`src/rtl/la_pkg.sv`:
```
`default_nettype none
// ============================================================================
// Module      : la_pkg
// Description : Shared types and constants for the transmit arbiter.
//               owner_t    - current transmit grant
//               tx_state_t - arbiter sequencing states
//               ID_STRING  - fixed identification string, byte 0 sent first
// Revision    : 1.0 - initial release
// ============================================================================
package la_pkg;

  typedef enum logic [1:0] {
    OWN_NONE = 2'd0,
    OWN_ID   = 2'd1,
    OWN_META = 2'd2,
    OWN_DATA = 2'd3
  } owner_t;

  typedef enum logic [1:0] {
    ST_IDLE  = 2'd0,
    ST_ISSUE = 2'd1,
    ST_GUARD = 2'd2,
    ST_DRAIN = 2'd3
  } tx_state_t;

  // Index 0 is the leftmost element, so the string goes out as "1ALS".
  localparam logic [0:3][7:0] ID_STRING = {8'h31, 8'h41, 8'h4C, 8'h53};
  localparam logic [1:0]      ID_LAST   = 2'd3;

endpackage
`default_nettype wire

```
`src/rtl/tx_arbiter_word_serializer.sv`:
```
`default_nettype none
// ============================================================================
// Module      : word_serializer
// Description : Holds the current sample word and the byte index of the
//               packet in flight, and selects the little-endian byte to send.
// Ports       : clock, ext_reset_n (async), soft_reset_n (sync)
//               bidx_clear / bidx_incr - byte index control
//               word_load              - capture data_word into word_reg
//               data_word              - incoming sample word
//               bidx                   - current byte index (also used for ID)
//               byte_out               - selected sample byte
// Revision    : 1.0 - initial release
// ============================================================================
module word_serializer #(
  parameter int SAMPLE_WIDTH = 8
) (
  input  logic                    clock,
  input  logic                    ext_reset_n,
  input  logic                    soft_reset_n,
  input  logic                    bidx_clear,
  input  logic                    bidx_incr,
  input  logic                    word_load,
  input  logic [SAMPLE_WIDTH-1:0] data_word,
  output logic [1:0]              bidx,
  output logic [7:0]              byte_out
);

  logic [SAMPLE_WIDTH-1:0] word_reg;
  logic [31:0]             padded;

  always_ff @(posedge clock or negedge ext_reset_n) begin
    if (!ext_reset_n) begin
      word_reg <= '0;
      bidx     <= 2'd0;
    end else if (!soft_reset_n) begin
      word_reg <= '0;
      bidx     <= 2'd0;
    end else begin
      if (word_load) begin
        word_reg <= data_word;
      end
      if (bidx_clear) begin
        bidx <= 2'd0;
      end else if (bidx_incr) begin
        bidx <= bidx + 2'd1;
      end
    end
  end

  // Byte 0 is sent in the same cycle the word is accepted, before word_reg
  // has been loaded, so it comes straight from data_word. Unused upper bits
  // stay zero, which pads the top byte of non-multiple-of-8 widths.
  always_comb begin
    padded = '0;
    if (bidx == 2'd0) begin
      padded[SAMPLE_WIDTH-1:0] = data_word;
    end else begin
      padded[SAMPLE_WIDTH-1:0] = word_reg;
    end
    byte_out = padded[{bidx, 3'b000} +: 8];
  end

endmodule
`default_nettype wire

```
`src/rtl/tx_arbiter.sv`:
```
`default_nettype none
// ============================================================================
// Module      : tx_arbiter
// Description : Shares one UART transmitter between the ID responder, the
//               metadata stream and the sample readout path. Fixed priority
//               ID > META > DATA, grant held for a whole packet.
// Ports       : clock, ext_reset_n (async low), soft_reset_n (sync low)
//               send_id                              - ID request pulse
//               meta_valid/meta_data/meta_last       - metadata byte stream
//               meta_ready                           - meta byte consumed
//               data_valid/data_word/data_last       - sample word stream
//               data_ready                           - sample word consumed
//               tx_busy, tx_start, tx_data           - UART interface
//               owner                                - 0 none,1 ID,2 META,3 DATA
//               busy                                 - grant held or ID pending
// Revision    : 1.0 - initial release
// ============================================================================
module tx_arbiter
  import la_pkg::*;
#(
  parameter  int SAMPLE_WIDTH = 8,
  localparam int NBYTES       = (SAMPLE_WIDTH + 7) / 8
) (
  input  logic                    clock,
  input  logic                    ext_reset_n,
  input  logic                    soft_reset_n,
  input  logic                    send_id,
  input  logic                    meta_valid,
  input  logic [7:0]              meta_data,
  input  logic                    meta_last,
  output logic                    meta_ready,
  input  logic                    data_valid,
  input  logic [SAMPLE_WIDTH-1:0] data_word,
  input  logic                    data_last,
  output logic                    data_ready,
  input  logic                    tx_busy,
  output logic                    tx_start,
  output logic [7:0]              tx_data,
  output logic [1:0]              owner,
  output logic                    busy
);

  localparam logic [1:0] DATA_LAST_BIDX = 2'(NBYTES - 1);

  tx_state_t  state, state_next;
  owner_t     grant, grant_next;
  logic       id_pending, id_pending_next;
  logic       last_flag, last_flag_next;

  logic       bidx_clear, bidx_incr, word_load;
  logic [1:0] bidx;
  logic [7:0] sample_byte;
  logic       src_ok;
  logic [7:0] src_byte;

  word_serializer #(
    .SAMPLE_WIDTH (SAMPLE_WIDTH)
  ) u_serializer (
    .clock        (clock),
    .ext_reset_n  (ext_reset_n),
    .soft_reset_n (soft_reset_n),
    .bidx_clear   (bidx_clear),
    .bidx_incr    (bidx_incr),
    .word_load    (word_load),
    .data_word    (data_word),
    .bidx         (bidx),
    .byte_out     (sample_byte)
  );

  always_ff @(posedge clock or negedge ext_reset_n) begin
    if (!ext_reset_n) begin
      state      <= ST_IDLE;
      grant      <= OWN_NONE;
      id_pending <= 1'b0;
      last_flag  <= 1'b0;
    end else if (!soft_reset_n) begin
      state      <= ST_IDLE;
      grant      <= OWN_NONE;
      id_pending <= 1'b0;
      last_flag  <= 1'b0;
    end else begin
      state      <= state_next;
      grant      <= grant_next;
      id_pending <= id_pending_next;
      last_flag  <= last_flag_next;
    end
  end

  // Byte availability for the current owner. A DATA word is only needed at
  // the start of a word; later bytes come from the stored copy.
  always_comb begin
    src_ok   = 1'b0;
    src_byte = 8'h00;
    unique case (grant)
      OWN_ID: begin
        src_ok   = 1'b1;
        src_byte = ID_STRING[bidx];
      end
      OWN_META: begin
        src_ok   = meta_valid;
        src_byte = meta_data;
      end
      OWN_DATA: begin
        src_ok   = (bidx != 2'd0) || data_valid;
        src_byte = sample_byte;
      end
      default: begin
        src_ok   = 1'b0;
        src_byte = 8'h00;
      end
    endcase
  end

  always_comb begin
    state_next      = state;
    grant_next      = grant;
    id_pending_next = id_pending | send_id;
    last_flag_next  = last_flag;
    bidx_clear      = 1'b0;
    bidx_incr       = 1'b0;
    word_load       = 1'b0;
    tx_start        = 1'b0;
    tx_data         = 8'h00;
    meta_ready      = 1'b0;
    data_ready      = 1'b0;

    unique case (state)
      ST_IDLE: begin
        // send_id is looked at directly so a request arriving this cycle wins.
        if (id_pending || send_id) begin
          grant_next      = OWN_ID;
          id_pending_next = 1'b0;
          bidx_clear      = 1'b1;
          state_next      = ST_ISSUE;
        end else if (meta_valid) begin
          grant_next = OWN_META;
          bidx_clear = 1'b1;
          state_next = ST_ISSUE;
        end else if (data_valid) begin
          grant_next = OWN_DATA;
          bidx_clear = 1'b1;
          state_next = ST_ISSUE;
        end
      end

      ST_ISSUE: begin
        if (!tx_busy && src_ok) begin
          tx_start   = 1'b1;
          tx_data    = src_byte;
          state_next = ST_GUARD;
          if (grant == OWN_META) begin
            meta_ready     = 1'b1;
            last_flag_next = meta_last;
          end else if (grant == OWN_DATA && bidx == 2'd0) begin
            data_ready     = 1'b1;
            word_load      = 1'b1;
            last_flag_next = data_last;
          end
        end
      end

      // One cycle for the UART to raise tx_busy after tx_start.
      ST_GUARD: begin
        state_next = ST_DRAIN;
      end

      ST_DRAIN: begin
        if (!tx_busy) begin
          unique case (grant)
            OWN_ID: begin
              if (bidx != ID_LAST) begin
                bidx_incr  = 1'b1;
                state_next = ST_ISSUE;
              end else begin
                grant_next = OWN_NONE;
                state_next = ST_IDLE;
              end
            end
            OWN_META: begin
              if (last_flag) begin
                grant_next = OWN_NONE;
                state_next = ST_IDLE;
              end else begin
                state_next = ST_ISSUE;
              end
            end
            OWN_DATA: begin
              if (bidx != DATA_LAST_BIDX) begin
                bidx_incr  = 1'b1;
                state_next = ST_ISSUE;
              end else begin
                bidx_clear = 1'b1;
                if (last_flag) begin
                  grant_next = OWN_NONE;
                  state_next = ST_IDLE;
                end else begin
                  state_next = ST_ISSUE;
                end
              end
            end
            default: begin
              grant_next = OWN_NONE;
              state_next = ST_IDLE;
            end
          endcase
        end
      end

      default: begin
        state_next = ST_IDLE;
      end
    endcase

    // A clearing cycle must not hand a byte to the UART or consume a source
    // byte, since the arbiter forgets the packet on this edge.
    if (!soft_reset_n) begin
      tx_start   = 1'b0;
      tx_data    = 8'h00;
      meta_ready = 1'b0;
      data_ready = 1'b0;
      word_load  = 1'b0;
    end
  end

  assign owner = grant;
  assign busy  = (grant != OWN_NONE) || id_pending;

endmodule
`default_nettype wire
```
`config.mk`:
```
export PLATFORM = sky130hd
export DESIGN_NAME = tx_arbiter
export DESIGN_NICKNAME = d
export VERILOG_FILES = /design/src/rtl/la_pkg.sv /design/src/rtl/tx_arbiter_word_serializer.sv /design/src/rtl/tx_arbiter.sv
export SDC_FILE = /design/constraint.sdc
export NUM_CORES = 1
export LEC_CHECK = 0
export CORE_UTILIZATION = 45
export CTS_CLUSTER_DIAMETER = 100
export CTS_CLUSTER_SIZE = 14
export DETAILED_ROUTE_END_ITERATION = 8
export HOLD_SLACK_MARGIN = 0.15
export PLACE_DENSITY_LB_ADDON = 0.2
export SYNTH_ARGS = -nofsm -noshare
export SYNTH_HDL_FRONTEND = slang
export SYNTH_HIERARCHICAL = 1
export SYNTH_SLANG_ARGS = --single-unit
export TNS_END_PERCENT = 50
```
`constraint.sdc`:
```
create_clock -name clock -period 2.51 [get_ports clock]
set_clock_uncertainty 0.1 [all_clocks]
set_input_delay 0.251 -clock clock [delete_from_list [all_inputs] [get_ports clock]]
set_output_delay 0.251 -clock clock [all_outputs]
set_load 0.1 [all_outputs]
```
## Yosys cells after proc, flatten, opt, wreduce, memory -nomap -nowiden

Cells that the tools add are included.

- Register bits after elaboration: 16
- Output and inout port bits: 14
- Logic and storage cells: 109

- $add $sub $neg: 1
- $lt $le $gt $ge: 1
- Equality and inequality tests: 18
- Shift operators: 1
- Multiplexer cells: 67
- Bitwise gates (word level): 2
- Reduce and logical (&&, ||, !) cells: 13

Operators by type and width:

| operator | count |
|---|---|
| $mux W8 | 8 |
| $mux W2 | 18 |
| $mux W1 | 32 |
| $shiftx A32 B6 Y8 | 1 |
| $pmux W8 S3 | 1 |
| $bmux W8 S2 | 1 |
| $pmux W2 S3 | 2 |
| $ne A3 B1 Y1 const B | 3 |
| $eq A2 B2 Y1 const B | 4 |
| $ne A4 B4 Y1 const B | 2 |
| $pmux W2 S4 | 1 |
| $ne A2 B1 Y1 const B | 3 |
| $ne A3 B3 Y1 const B | 2 |
| $reduce_and A3 Y1 | 2 |
| $ne A5 B5 Y1 const B | 1 |
| $reduce_and A5 Y1 | 1 |
| $eq A2 B1 Y1 const B | 2 |
| $logic_not A2 Y1 | 2 |
| $pmux W1 S2 | 2 |
| $pmux W2 S2 | 1 |
| $reduce_bool A2 Y1 | 2 |
| $ge A3 B3 Y1 const B | 1 |
| $logic_or A1 B1 Y1 | 3 |
| $not A2 Y3 | 1 |
| other kinds (6) | 7 |

## Depth between registers and ports, before layout

- Depth in word-level cells: 9
- Mapped depth: 9
- Gate-level depth less buffers: 8

## Hierarchy

Netlist, hierarchy kept.

By module, submodules not included:

| module | instances | cells an instance | area each (um^2) | sequential area each (um^2) |
|---|---|---|---|---|
| tx_arbiter | 1 | 107 | 839.6 | 150.1 |
| word_serializer | 1 | 54 | 573.0 | 250.2 |

## Worst setup path after synthesis

No wires, ideal clock.

- Path type: flip-flop to flip-flop
- Start: reg grant[0] (netlist: owner[0])
- End: reg u_serializer.word_reg[0]
- Data arrival time: 3.770 ns
- Required time: 2.290 ns
- Slack: -1.481 ns
- Cell stages (with the launch flop): 9
- Path buffers: 3
- Path through: dfrtp_1 > buf_6 > and4b_4 > or4b_1 > buf_6 > nor2_1 > buf_4 > mux2i_1 > nor2b_1

- Longest elaborated chain between the ends: 8
- Elaborated cells between the ends (all ways): 12
- Those cells by class: eq/ne (4); mux (6); reduce/logical (2)

Ends and longest elaborated chain:

| element | line | source |
|---|---|---|
| start, declared | tx_arbiter.sv:46 | `owner_t grant, grant_next;` |
| start signal, assigned | tx_arbiter.sv:83 | `grant <= grant_next;` |
| $eq A2 B2 Y1 | tx_arbiter.sv:94, tx_arbiter.sv:154 |  |
| $logic_and A1 B1 Y1 | tx_arbiter.sv:154 | `end else if (grant == OWN_DATA && bidx == 2'd0) begin` |
| $mux W1 (2 in a row) | - |  |
| $mux W1 * (3 in a row) | - |  |
| via data_ready | tx_arbiter.sv:35 | `output logic data_ready,` |
| $ne A2 B1 Y1 (no source line) * | - |  |
| end signal, assigned | tx_arbiter_word_serializer.sv:40 | `word_reg <= data_word;` |
| end, declared | tx_arbiter_word_serializer.sv:28 | `logic [SAMPLE_WIDTH-1:0] word_reg;` |

Mark *: on every way through the listed nets, which the timed path passes. The rest lies on a longest branch.
A chain may end at the register's enable or synchronous reset.

## Final worst setup path

- Start: reg u_serializer.bidx[0]
- End: out tx_data[7]

- Longest elaborated chain between the ends: 8
- Elaborated cells between the ends (all ways): 15
- Those cells by class: shift (1); mux (9); bitwise (1); reduce/logical (4)

Ends and longest elaborated chain:

| element | line | source |
|---|---|---|
| start, declared | tx_arbiter_word_serializer.sv:24 | `output logic [1:0] bidx,` |
| start signal, assigned | tx_arbiter_word_serializer.sv:45 | `bidx <= bidx + 2'd1;` |
| parallel branches: the longest is 5 deep, another holds $shiftx A32 B6 Y8 | - |  |
| $mux W8 * | tx_arbiter.sv:147 | `if (!tx_busy && src_ok) begin` |
| $mux W8 * | tx_arbiter.sv:127 | `unique case (state)` |
| $mux W8 * | tx_arbiter.sv:216 | `if (!soft_reset_n) begin` |
| end, declared | tx_arbiter.sv:38 | `output logic [7:0] tx_data,` |

Every way passes the cells marked *. The select of a mux whose other input is x is not followed.

==> results.toml <==
[status]
status = "complete, but fails checks"
violations = "DRC, setup timing"

[clocking]
htree_levels = 1
cts_buffer_depth = 2
cts_sinks = 16
cts_made_buffers = 3
ctsRootBufferMaster = "clkbuf_4"
hold_buffers = 0
clk_latency_ns = 0.29
path_clk_slew_ns = 0.11
cts_tree = "built"

[global_route]
grtUsageTotal_pct = 21.7
antenna_found_initial = 0
grt_pass1_wl_mm = 5.66
gr-total-overflow = 0
grt_pass1_vias = 1284
grt_max_degree = 17

[synthesis]
netlist_instances = 161
yosys_warnings = 6
synthXorXnorAreaFrac_pct = 0.620
synth-seq-area-share_pct = 28.3
yosysMostFrequentCell = "mux2i_1"
yosysTopAreaCell = "dfrtp_1"
avgSynthCellArea_um2 = 8.77
ys_seq_elements = 16
synth_fp_nets = 196
synth_top_area_share_pct = 28.3
ys_types = 41
yosys-mux-area-fraction_pct = 17.9
synth_compound_area_share_pct = 13.2
synthTopCellsByCount = "mux2i_1 (23), nor2_1 (22), dfrtp_1 (16)"
synth_flop_cell = "dfrtp_1"
synth_top_family_by_area = "simple AND/OR/NAND/NOR gates"
synth-adder-area-share_pct = 8.86
synth_area_um2 = 1410
synthSimpleGateAreaFrac_pct = 23.0
synthArstFlopShare_pct = 100
synth_edf_count = 0
synthTopCellsByArea = "dfrtp_1 (28%), mux2i_1 (16%), ha_1 (8.9%)"

[timing]
drv_slew = 0
fmax_mhz = 394
setup-violations-final = 2
relSlewSlack_pct = 51.1
tightest_slew_ns = 0.731
fin_setup_tns_ns = -0.0300
hold_violations = 0
fin_crit_ns = 2.54
setup_ws_ns = -0.0255
period_share_pct = 101
rsz0062_at_grt = "yes"

[setup_path]
critical-path-top-delay-family = "simple AND/OR/NAND/NOR gates"
start_kind = "register"
worst_r2r_path_depth = 10
endpoint_kind = "output port"
critPathMaxStageDelay_ns = 0.52
slowest_stage = "or4b_4"
crit_buf_inv = 3
cp_max_fo = 5
critical_path_cell_count = 7
cp.arrival_ns = 2.18
cp.required_ns = 2.16
path_cells = "inv_2 > ha_4 > and4b_4 > or4b_4 > buf_6 > nor3b_4 > buf_12"
worstSetupPathType = "register to output port"

[finish]
insertedDiodeCount = 0
regArea_um2 = 405
drive_gt1_share_pct = 31.4
multi_input_area_um2 = 995
area_growth_pct = 52.2
fill_cells = 211
final_nets = 246
largest_reg_flops = 8

[pwr]
p_total_mw = 1.45
p_per_area_nw_per_um2 = 674
p_leak_nw = 0.955
ir_worst_vdd_mv = 0.913

[placed_design]
place_congestion = 0.895
dp_hpwl_mm = 2.64
io_buffers = 38

[die]
start_util_pct = 49.5
ios = 39
chipWidth_um = 58.0
dieHeight_um = 58.0
core_area_um2 = 2850
placementRows = 19
design.die.area_um2 = 3370

[routing]
firstDrtPassIters = 6
drc_errors = 6
drt-total-wl_mm = 3.64
vias_per_cell = 5.50
vias = 1325
drt-initial-drc-count = 48
ant_nets = 0
drt-wirelength-per-cell_um = 15.1

[job]
maxCapViolCount = 0

[hold_path]
holdCritPathClass = "input port to asynchronous set/reset pin"
## timing repair
action                     4_1_cts  5_1_grt
setup endpoints to repair       10       10
gates cloned                     1        0
buffers inserted                 2        4
pin swaps                        1        4
resized for setup               11       10
## metrics by stage
| step | setup slack (ns) | instance area [µm²] | hold WS (ns) | cells | utilization [%] |
|---|---|---|---|---|---|
| 2_1_floorplan | -0.322 | 1450 | -0.145 | 161 | - |
| 5_1_grt | -0.108 | 2150 | 0.325 | 241 | 75.4 |
| 4_1_cts | -0.0492 | 2080 | 0.300 | 237 | 73.1 |
| 3_3_place_gp | 0.0919 | 1990 | 0.428 | 230 | 69.8 |
| 3_5_place_dp | 0.0830 | 1990 | 0.439 | 230 | 69.8 |
| 6_report | -0.0255 | 2150 | 0.284 | 241 | 75.4 |
## cells by family after synthesis
family,Yosys count
AOI/OAI and AO/OA,25
xor gates and xnor gates,1
adders and majority gates,10
buffers and inverters,22
DFF,16
muxes,25
and+or+nand+nor,62
## report_power, final
group / switching (mW) / internal (mW)
logic: 0.577 / 0.348
clock network: 0.0867 / 0.0882
registers: 0.0510 / 0.298
## worst paths after layout
path                                          startpoint                  endpoint  slack, ns
min in group clock              u_serializer/word_reg[0]  u_serializer/word_reg[0]       0.46
worst min-delay path                         ext_reset_n                  owner[0]       0.28
worst max register to register      u_serializer/bidx[0]  u_serializer/word_reg[3]       0.15
max in group asynchronous                    ext_reset_n                  owner[0]       1.50
worst max-delay path                u_serializer/bidx[0]                tx_data[7]      -0.03
worst min register to register  u_serializer/word_reg[0]  u_serializer/word_reg[0]       0.46
## metal layers
layer	share of wire [%]	track usage, %	vias up	wire, µm
met5	0	0	-	0
met4	0.41	6.80	0	15
met3	5.6	2.90	2	204
met2	48	37.3	47	1760
met1	46	28.4	627	1660
li1	-	-	649	-
## cell type report
cell class	instances	share of cell area [%]
clock buffer	4	1.69
timing repair buffer	55	29.2
sequential	16	18.9
tap	31	1.80
inverter	12	2.15
multi-input combinational	123	46.3
## layout by cell type (no fill, tap or decap), types with 7 or more instances in the layout
cell type,Yosys,final
buf_12,0,12
clkdlybuf4s50_1,0,24
mux2i_1,23,20
buf_4,1,16
ha_1,10,7
dfrtp_1,16,14
nor2_1,22,14
inv_1,11,7
nor2b_1,13,11
nand2_1,10,10
(Power assumes the default switching activity.)
